`config.mk`:
```
export PLATFORM = sky130hd
export DESIGN_NAME = approx_mul_pipe
export DESIGN_NICKNAME = d
export VERILOG_FILES = /design/src/rtl/approx_mul_pipe.sv
export SDC_FILE = /design/constraint.sdc
export NUM_CORES = 1
export LEC_CHECK = 0
export ABC_AREA = 1
export CORE_MARGIN = 1
export CORE_UTILIZATION = 65
export DETAILED_ROUTE_END_ITERATION = 6
export PLACE_DENSITY = 0.85
export RECOVER_POWER = 100
export SYNTH_ARGS = -nofsm -noshare
export SYNTH_HDL_FRONTEND = slang
export SYNTH_SLANG_ARGS = --single-unit
```
`constraint.sdc`:
```
create_clock -name clk -period 51.7 [get_ports clk]
set_clock_uncertainty 0.15 [all_clocks]
set_input_delay 12.925 -clock clk [delete_from_list [all_inputs] [get_ports clk]]
set_output_delay 12.925 -clock clk [all_outputs]
set_load 0.05 [all_outputs]
```
`src/rtl/approx_mul_pipe.sv`:
```
// approx_mul_pipe: pipelined signed Baugh-Wooley multiplier with exact,
// column-truncated and bias-compensated modes behind a valid/ready stream.
module approx_mul_pipe #(
  parameter int W      = 8,
  parameter int TRUNC  = W - 2,
  parameter int STAGES = 2
) (
  input  logic             clk,
  input  logic             rst,
  input  logic             in_valid,
  output logic             in_ready,
  input  logic [W-1:0]     in_a,
  input  logic [W-1:0]     in_b,
  input  logic             cfg_we,
  input  logic [1:0]       cfg_mode,
  input  logic [2*W-1:0]   cfg_bias,
  output logic             out_valid,
  input  logic             out_ready,
  output logic [2*W-1:0]   out_p,
  output logic [1:0]       out_mode,
  output logic [31:0]      out_cnt
);

  localparam int PW = 2 * W;

  typedef struct packed {
    logic [W-1:0]  a;
    logic [W-1:0]  b;
    logic [1:0]    mode;
    logic [PW-1:0] bias;
  } op_t;

  // Baugh-Wooley term sum; terms in columns below 'drop' are skipped,
  // the two correction constants are always added.
  function automatic logic [PW-1:0] bw_sum(input logic [W-1:0] a,
                                           input logic [W-1:0] b,
                                           input int           drop);
    logic [PW-1:0] acc;
    logic [PW-1:0] one;
    logic          t;
    one = {{(PW-1){1'b0}}, 1'b1};
    acc = (one << W) + (one << (PW - 1));
    for (int i = 0; i < W; i++) begin
      for (int j = 0; j < W; j++) begin
        if ((i == W - 1) == (j == W - 1)) begin
          t = a[i] & b[j];
        end else begin
          t = ~(a[i] & b[j]);
        end
        if (t && ((i + j) >= drop)) begin
          acc = acc + (one << (i + j));
        end else begin
          acc = acc;
        end
      end
    end
    return acc;
  endfunction

  function automatic logic [PW-1:0] clear_low(input logic [PW-1:0] v);
    logic [PW-1:0] r;
    r = v;
    for (int k = 0; k < TRUNC; k++) begin
      r[k] = 1'b0;
    end
    return r;
  endfunction

  logic [1:0]        cfg_mode_q, cfg_mode_d;
  logic [PW-1:0]     cfg_bias_q, cfg_bias_d;
  logic [STAGES-1:0] vld_q, vld_d, en_s;
  logic [PW-1:0]     p_q, p_d;
  logic [1:0]        omode_q, omode_d;
  logic [31:0]       cnt_q, cnt_d;
  logic [PW-1:0]     exact_s, trunc_s, res_s;
  op_t               in_op_s;
  op_t               fin_op_s;

  // Mode 3 is folded to exact at write time so it never travels downstream.
  always_comb begin
    if (cfg_we) begin
      cfg_mode_d = (cfg_mode == 2'd3) ? 2'd0 : cfg_mode;
      cfg_bias_d = cfg_bias;
    end else begin
      cfg_mode_d = cfg_mode_q;
      cfg_bias_d = cfg_bias_q;
    end
  end

  always_ff @(posedge clk) begin
    if (rst) begin
      cfg_mode_q <= 2'd1;
      cfg_bias_q <= '0;
    end else begin
      cfg_mode_q <= cfg_mode_d;
      cfg_bias_q <= cfg_bias_d;
    end
  end

  assign in_op_s = '{a: in_a, b: in_b, mode: cfg_mode_q, bias: cfg_bias_q};

  // A stage may load when empty or when its content leaves this cycle.
  always_comb begin
    en_s = '0;
    en_s[STAGES-1] = ~vld_q[STAGES-1] | out_ready;
    for (int k = STAGES - 2; k >= 0; k--) begin
      en_s[k] = ~vld_q[k] | en_s[k+1];
    end
  end

  assign in_ready = en_s[0] & ~rst;

  always_comb begin
    vld_d = vld_q;
    if (en_s[0]) begin
      vld_d[0] = in_valid;
    end else begin
      vld_d[0] = vld_q[0];
    end
    for (int k = 1; k < STAGES; k++) begin
      if (en_s[k]) begin
        vld_d[k] = vld_q[k-1];
      end else begin
        vld_d[k] = vld_q[k];
      end
    end
  end

  always_ff @(posedge clk) begin
    if (rst) begin
      vld_q <= '0;
    end else begin
      vld_q <= vld_d;
    end
  end

  if (STAGES > 1) begin : g_pipe
    op_t [STAGES-2:0] op_q, op_d;

    always_comb begin
      op_d = op_q;
      if (en_s[0]) begin
        op_d[0] = in_op_s;
      end else begin
        op_d[0] = op_q[0];
      end
      for (int k = 1; k < STAGES - 1; k++) begin
        if (en_s[k]) begin
          op_d[k] = op_q[k-1];
        end else begin
          op_d[k] = op_q[k];
        end
      end
    end

    always_ff @(posedge clk) begin
      if (rst) begin
        op_q <= '0;
      end else begin
        op_q <= op_d;
      end
    end

    assign fin_op_s = op_q[STAGES-2];
  end else begin : g_direct
    assign fin_op_s = in_op_s;
  end

  // Final stage: full sum, truncation and bias add all resolve here.
  always_comb begin
    exact_s = bw_sum(fin_op_s.a, fin_op_s.b, 32'sd0);
    trunc_s = clear_low(bw_sum(fin_op_s.a, fin_op_s.b, TRUNC));
    case (fin_op_s.mode)
      2'd1:    res_s = trunc_s;
      2'd2:    res_s = trunc_s + fin_op_s.bias;
      default: res_s = exact_s;
    endcase
    if (en_s[STAGES-1] && vld_d[STAGES-1]) begin
      p_d     = res_s;
      omode_d = fin_op_s.mode;
    end else begin
      p_d     = p_q;
      omode_d = omode_q;
    end
  end

  always_comb begin
    if (vld_q[STAGES-1] && out_ready) begin
      cnt_d = cnt_q + 32'd1;
    end else begin
      cnt_d = cnt_q;
    end
  end

  always_ff @(posedge clk) begin
    if (rst) begin
      p_q     <= '0;
      omode_q <= 2'd0;
      cnt_q   <= 32'd0;
    end else begin
      p_q     <= p_d;
      omode_q <= omode_d;
      cnt_q   <= cnt_d;
    end
  end

  assign out_valid = vld_q[STAGES-1];
  assign out_p     = p_q;
  assign out_mode  = omode_q;
  assign out_cnt   = cnt_q;

endmodule

```
### After elaboration in Yosys (flattened, before gate mapping)

Index checks and enable logic that the tools add are counted.

* muxes and demuxes: 110
* bitwise gates (word level): 70
* eq/ne operators: 3
* reductions and logical operators: 2
* add/sub/neg operators: 107

Operators with widths (number)
* $mux 16: 105
* $add 16x8->16 const B: 16
* $add 16x9->16 const B: 14
* $add 16x7->16 const B: 13
* $add 16x10->16 const B: 12
* $add 16x11->16 const B: 10
* $add 16x12->16 const B: 8
* $add 16x13->16 const B: 6
* $add 16x6->16 const B: 6
* $add 16x5->16 const B: 5
* $and 1x1->1: 65
* $add 16x14->16 const B: 4
* $add 16x4->16 const B: 4
* $add 16x3->16 const B: 3
* $add 16x15->16 const B: 2
* $add 16x2->16 const B: 2
* $add 32x1->32 const B: 1
* $pmux 16 s2: 1
* $add 16x16->16: 1
* $mux 7: 1
* $eq 2x2->1 const B: 2
* $not 1->1: 3
* $eq 2x1->1 const B: 1
* $logic_and 1x1->1: 2
* other kinds (3): 5

* flip-flop bits (word level): 104
* logic and storage cells: 303
* output and inout bits: 52

### Longest topological paths before layout

* depth after elaboration: 129
* mapped depth: 176
* mapped depth without buffers: 175

### Least setup slack after synthesis

No wires, ideal clock.

* path kind: input port to output port
* from: in rst
* to: out in_ready
* data arrival time: 14146 ps
* buffers on the path: 3
* setup slack: 24479 ps
* cell stages on the path: 6
* path through: clkbuf_1 -> inv_1 -> clkbuf_1 -> clkbuf_1 -> nand2_1 -> inv_1

* cells in the longest elaborated chain, start to end: 2

RTL lines
* from (decl): line 9 `input logic rst,`
* $not 1->1: line 111 `assign in_ready = en_s[0] & ~rst;`
* $and 1x1->1: line 111
* to (decl): line 11 `output logic in_ready,`

No other way between the ends.

### Final worst setup path

* from: in out_ready
* to: out in_ready

* cells in the longest elaborated chain, start to end: 3

RTL lines
* from (decl): line 18 `input logic out_ready,`
* $or 1x1->1: line 105 `en_s[STAGES-1] = ~vld_q[STAGES-1] | out_ready;`
* $or 1x1->1: line 107 `en_s[k] = ~vld_q[k] | en_s[k+1];`
* $and 1x1->1: line 111

No other way between the ends.

==> results list <==
* Status: complete, but fails checks
- Violations in the final reports: capacitance limit, slew limit
- Launch instance of the worst register-to-register path: fin_op_s[19]$_SDFFE_PP0N_
- The signal on the critical path passes through dlygate4sd3_1 -> inv_1 -> nand3_2 -> clkbuf_1 -> nand2_1 -> inv_1 -> dlygate4sd3_1.
- Biggest cell delay along the critical path: between 1.5 and 2 ns
- The post-route netlist has 11.4% of its cells at a drive strength greater than 1.
- For this design the static power due to leakage is 11.2 nW.
* Worst hold-check slack: 0.301 ns
- Flop pwr share: between 10% and 20%
* Worst slack at placement: 23.59 ns
- After detailed routing, the number of remaining DRC violations is 0.
* Placed wire-length estimate: 38600 µm
- Pins Over Slew Limit: 158
* Yosys top cell by area: sky130_fd_sc_hd__nand2_1
- Post-CTS Setup Bufs: 0
- Measured in cells, the most critical reg-to-reg path has a length of around 150.
- Count of pins on the block boundary: 91
- Time the worst path needs with I/O delays and setup: between 20 and 30 ns
- Count of vias placed by the detailed router: between 20000 and 25000
- The number of global-route vias before repair was between 15000 and 20000.
* Sum of routed wire length over all layers: 46900 µm
* Number of optimization iterations in the first detailed-route pass: 5
- The worst hold path was traced through 2 stages.
- Global placement routability congestion: between 0.9 and 1
* Crit start category: input port
- Slowest-stage cell, CP: sky130_fd_sc_hd__clkbuf_1
* Number of violations reported at the end of detailed-routing iteration 0: 1009
- Die outline area: about 0.031 mm²
* Post-route cell area: 0.0210 mm²
- Tracing the worst setup path back leads to its startpoint at out_ready.
* Proportion of netlist area held by the largest area contributor: 19.1%
* Library cell with the highest instance count after synthesis: sky130_fd_sc_hd__nand2_1
- Input and output buffers added on the ports amount to 90.
- Counting flops with an async set or reset pin after synthesis yields a share of 0%.
- DRT antenna net count: 0
* Clock tree from TritonCTS: built
- Clock-pin slew was measured on the worst setup and hold paths at 0.07 ns.
- Setup repair after global routing missed its margin: false
* Count of distinct cell types in the synthesized netlist: roughly 60
- Depth of the CTS H-tree: 3
- Cells fill 70.9% of the core in the end.
- Clock insertion delay at the later pin of the skew report: approximately 0.35 ns
* Areal power density over the cells: between 30 and 40 mW/mm²
* Clock network power share: roughly 10%
- Clk root buf: sky130_fd_sc_hd__clkbuf_16
* Per-cell via count in the routed design: about 5.3
* Register-to-register setup slack: 32.15 ns
* Routed WL per cell: around 12 µm
* Post-cts repair resize count: 0
* Net switching share of the total power: 54.6%
- In the global route stage, overall resource usage came out at 30.3%.
* Final Cycle Share: 57.3%
- By count the netlist is led by 996 x sky130_fd_sc_hd__nand2_1, 641 x sky130_fd_sc_hd__inv_1, 348 x sky130_fd_sc_hd__nor2_1.
* Max-slew headroom at the worst pin: -107%
* Post-Synthesis Cells: 3594
* Starting density of the core: 66.0%
- The number of antenna violations at the first check in global routing is 2.
* Number of cells in the finished layout apart from fillers: 4053
- Yosys synthesis warning count: 0
- Sinks on Clock Net: 104
- Area of the core: 0.0296 mm²
* Maximum Capacitance Violations: 2
- Setup violations remaining at the end of the flow were counted as 0.
- The worst hold path belongs to the class flip-flop to flip-flop.
* Count of flip-flops with a built-in enable after synthesis: 0
- CTS Hold Buffers Added: 0
* Cell-internal power: roughly 0.33 mW
* Pwr Total: 0.729 mW
- Maximum number of pins on one net before global-route repair: 87
- The clock passes through at most 2 buffers.
- STA puts the critical path data arrival time at 16.53 ns.
- IR analysis of the VDD net gives a maximum drop of 0.0595 mV.
* Setup TNS: 0 ns
- In this run the vertical extent of the chip is 175 µm.
- In this run the cell area measured after placement is 0.0207 mm².
- Avg Inst Size Synth: ~5.4 µm²
- Final setup slack of the worst path: 22.10 ns
- Reported net switching power: roughly 0.40 mW
- Kind of critical path: input port to output pin
- The total overflow left after global routing is 0.
- The first global-routing pass estimated 81600 µm of wire.
- Static timing analysis puts the maximum clock frequency at 0.0338 GHz.
- Relative area change from synthesis to final layout: 7.50%
- Maximum fanout along the worst path: 70
- After floorplanning, the core was divided into 63 placement rows.
* Fin nets: ~3800
- STA puts the critical path data required time at 38.62 ns.
- Count of inserted antenna diode cells: 0
- Num CTS Buffers: 9
* Element type at the critical path end: output pin
- From left edge to right edge, the die measures roughly 180 µm.
- In the synthesized netlist the dominant register cell turns out to be sky130_fd_sc_hd__dfxtp_1.
* Synthesized Nets: about 3700
- Share of total power in combinational logic: 77.9%
* Number of flip-flops and latches in the synthesized netlist: approximately 100
- After synthesis the cells add up to roughly 0.020 mm².
- In this run the most critical hold path is launched from cfg_bias_q[13]$_SDFFE_PP0P_.
* Slew of the pin with the lowest slew margin: 3.11 ns
- Sequential element share of the synthesized area: 10.6%
* Top cells by area, synth: sky130_fd_sc_hd__nand2_1 19%, sky130_fd_sc_hd__inv_1 12%, sky130_fd_sc_hd__dfxtp_1 11%
* Fin. Hold Viols: 0
- The number of placed instances, taps included, is approximately 4000.
## worst paths after layout
check / endpoint
max: in_ready
min: fin_op_s[13]$_SDFFE_PP0N_
max reg2reg: out_p[15]$_SDFFE_PP0P_
min reg2reg: fin_op_s[13]$_SDFFE_PP0N_
## cells in the final DEF, fill, tap and decap left out, drive strengths merged, types with 55 or more instances in the layout
| cell type | synthesis | final |
|---|---|---|
| a21oi | 121 | 121 |
| dfxtp | 104 | 104 |
| dlygate4sd3 | 0 | 55 |
| ha | 108 | 108 |
| inv | 683 | 684 |
| nand2 | 1184 | 1184 |
| nand3 | 399 | 399 |
| nand3b | 56 | 56 |
| nand4 | 58 | 58 |
| nor2 | 379 | 379 |
| o21ai | 214 | 214 |
## kinds of logic after synthesis
| kind of cell | synth area share (%) |
|---|---|
| flops | 10.6 |
| xor+xnor | 4.15 |
| fa+ha+maj | 7.01 |
| simple gates | 52.7 |
| buf+inv | 14.7 |
| compound gates | 10.8 |
## worst max-delay path: cells and delay by family
family,cells,cell delay [ns]
buf+inv,5,3.40
simple gates,2,0.20
## final cells by class
| type | instances | area [µm²] |
|---|---|---|
| flip-flops and latches | 104 | 2080 |
| fillers | 2734 | 8620 |
| multi-input cells | 2755 | 14600 |
| well taps | 390 | 488 |
| repair buffers | 96 | 938 |
| inverters | 692 | 2610 |
| clock inverters | 4 | 58.8 |
| clock buffers | 12 | 256 |
## power by group through the flow
stage | combinational, mW | clock (mW) | sequential [mW]
3_5_place_dp | 0.559 | 0 | 0.0915
5_1_grt | 0.657 | 0.0753 | 0.0901
2_1_floorplan | 0.450 | 0 | 0.0974
6_report | 0.568 | 0.0715 | 0.0897
4_1_cts | 0.564 | 0.0720 | 0.0897
3_3_place_gp | 0.522 | 0 | 0.0913
## per-layer routing
metal / up-vias / track usage (%) / share of wire [%]
met5: - / 0 / 0.028
met4: 2 / 8.37 / 2.1
met3: 74 / 3.98 / 5.5
met2: 392 / 56.1 / 47
met1: 9474 / 36.4 / 45
li1: 11500 / - / -
## state kept, by name, summed over array words and instances (netlist names)
| name | cells |
|---|---|
| fin_op_s | 34 |
| cfg_bias_q | 16 |
| out_cnt | 32 |
| vld_q | 2 |
| out_p | 16 |
| cfg_mode_q | 2 |
| out_mode | 2 |
No activity file was read; power rests on OpenSTA's default activity.
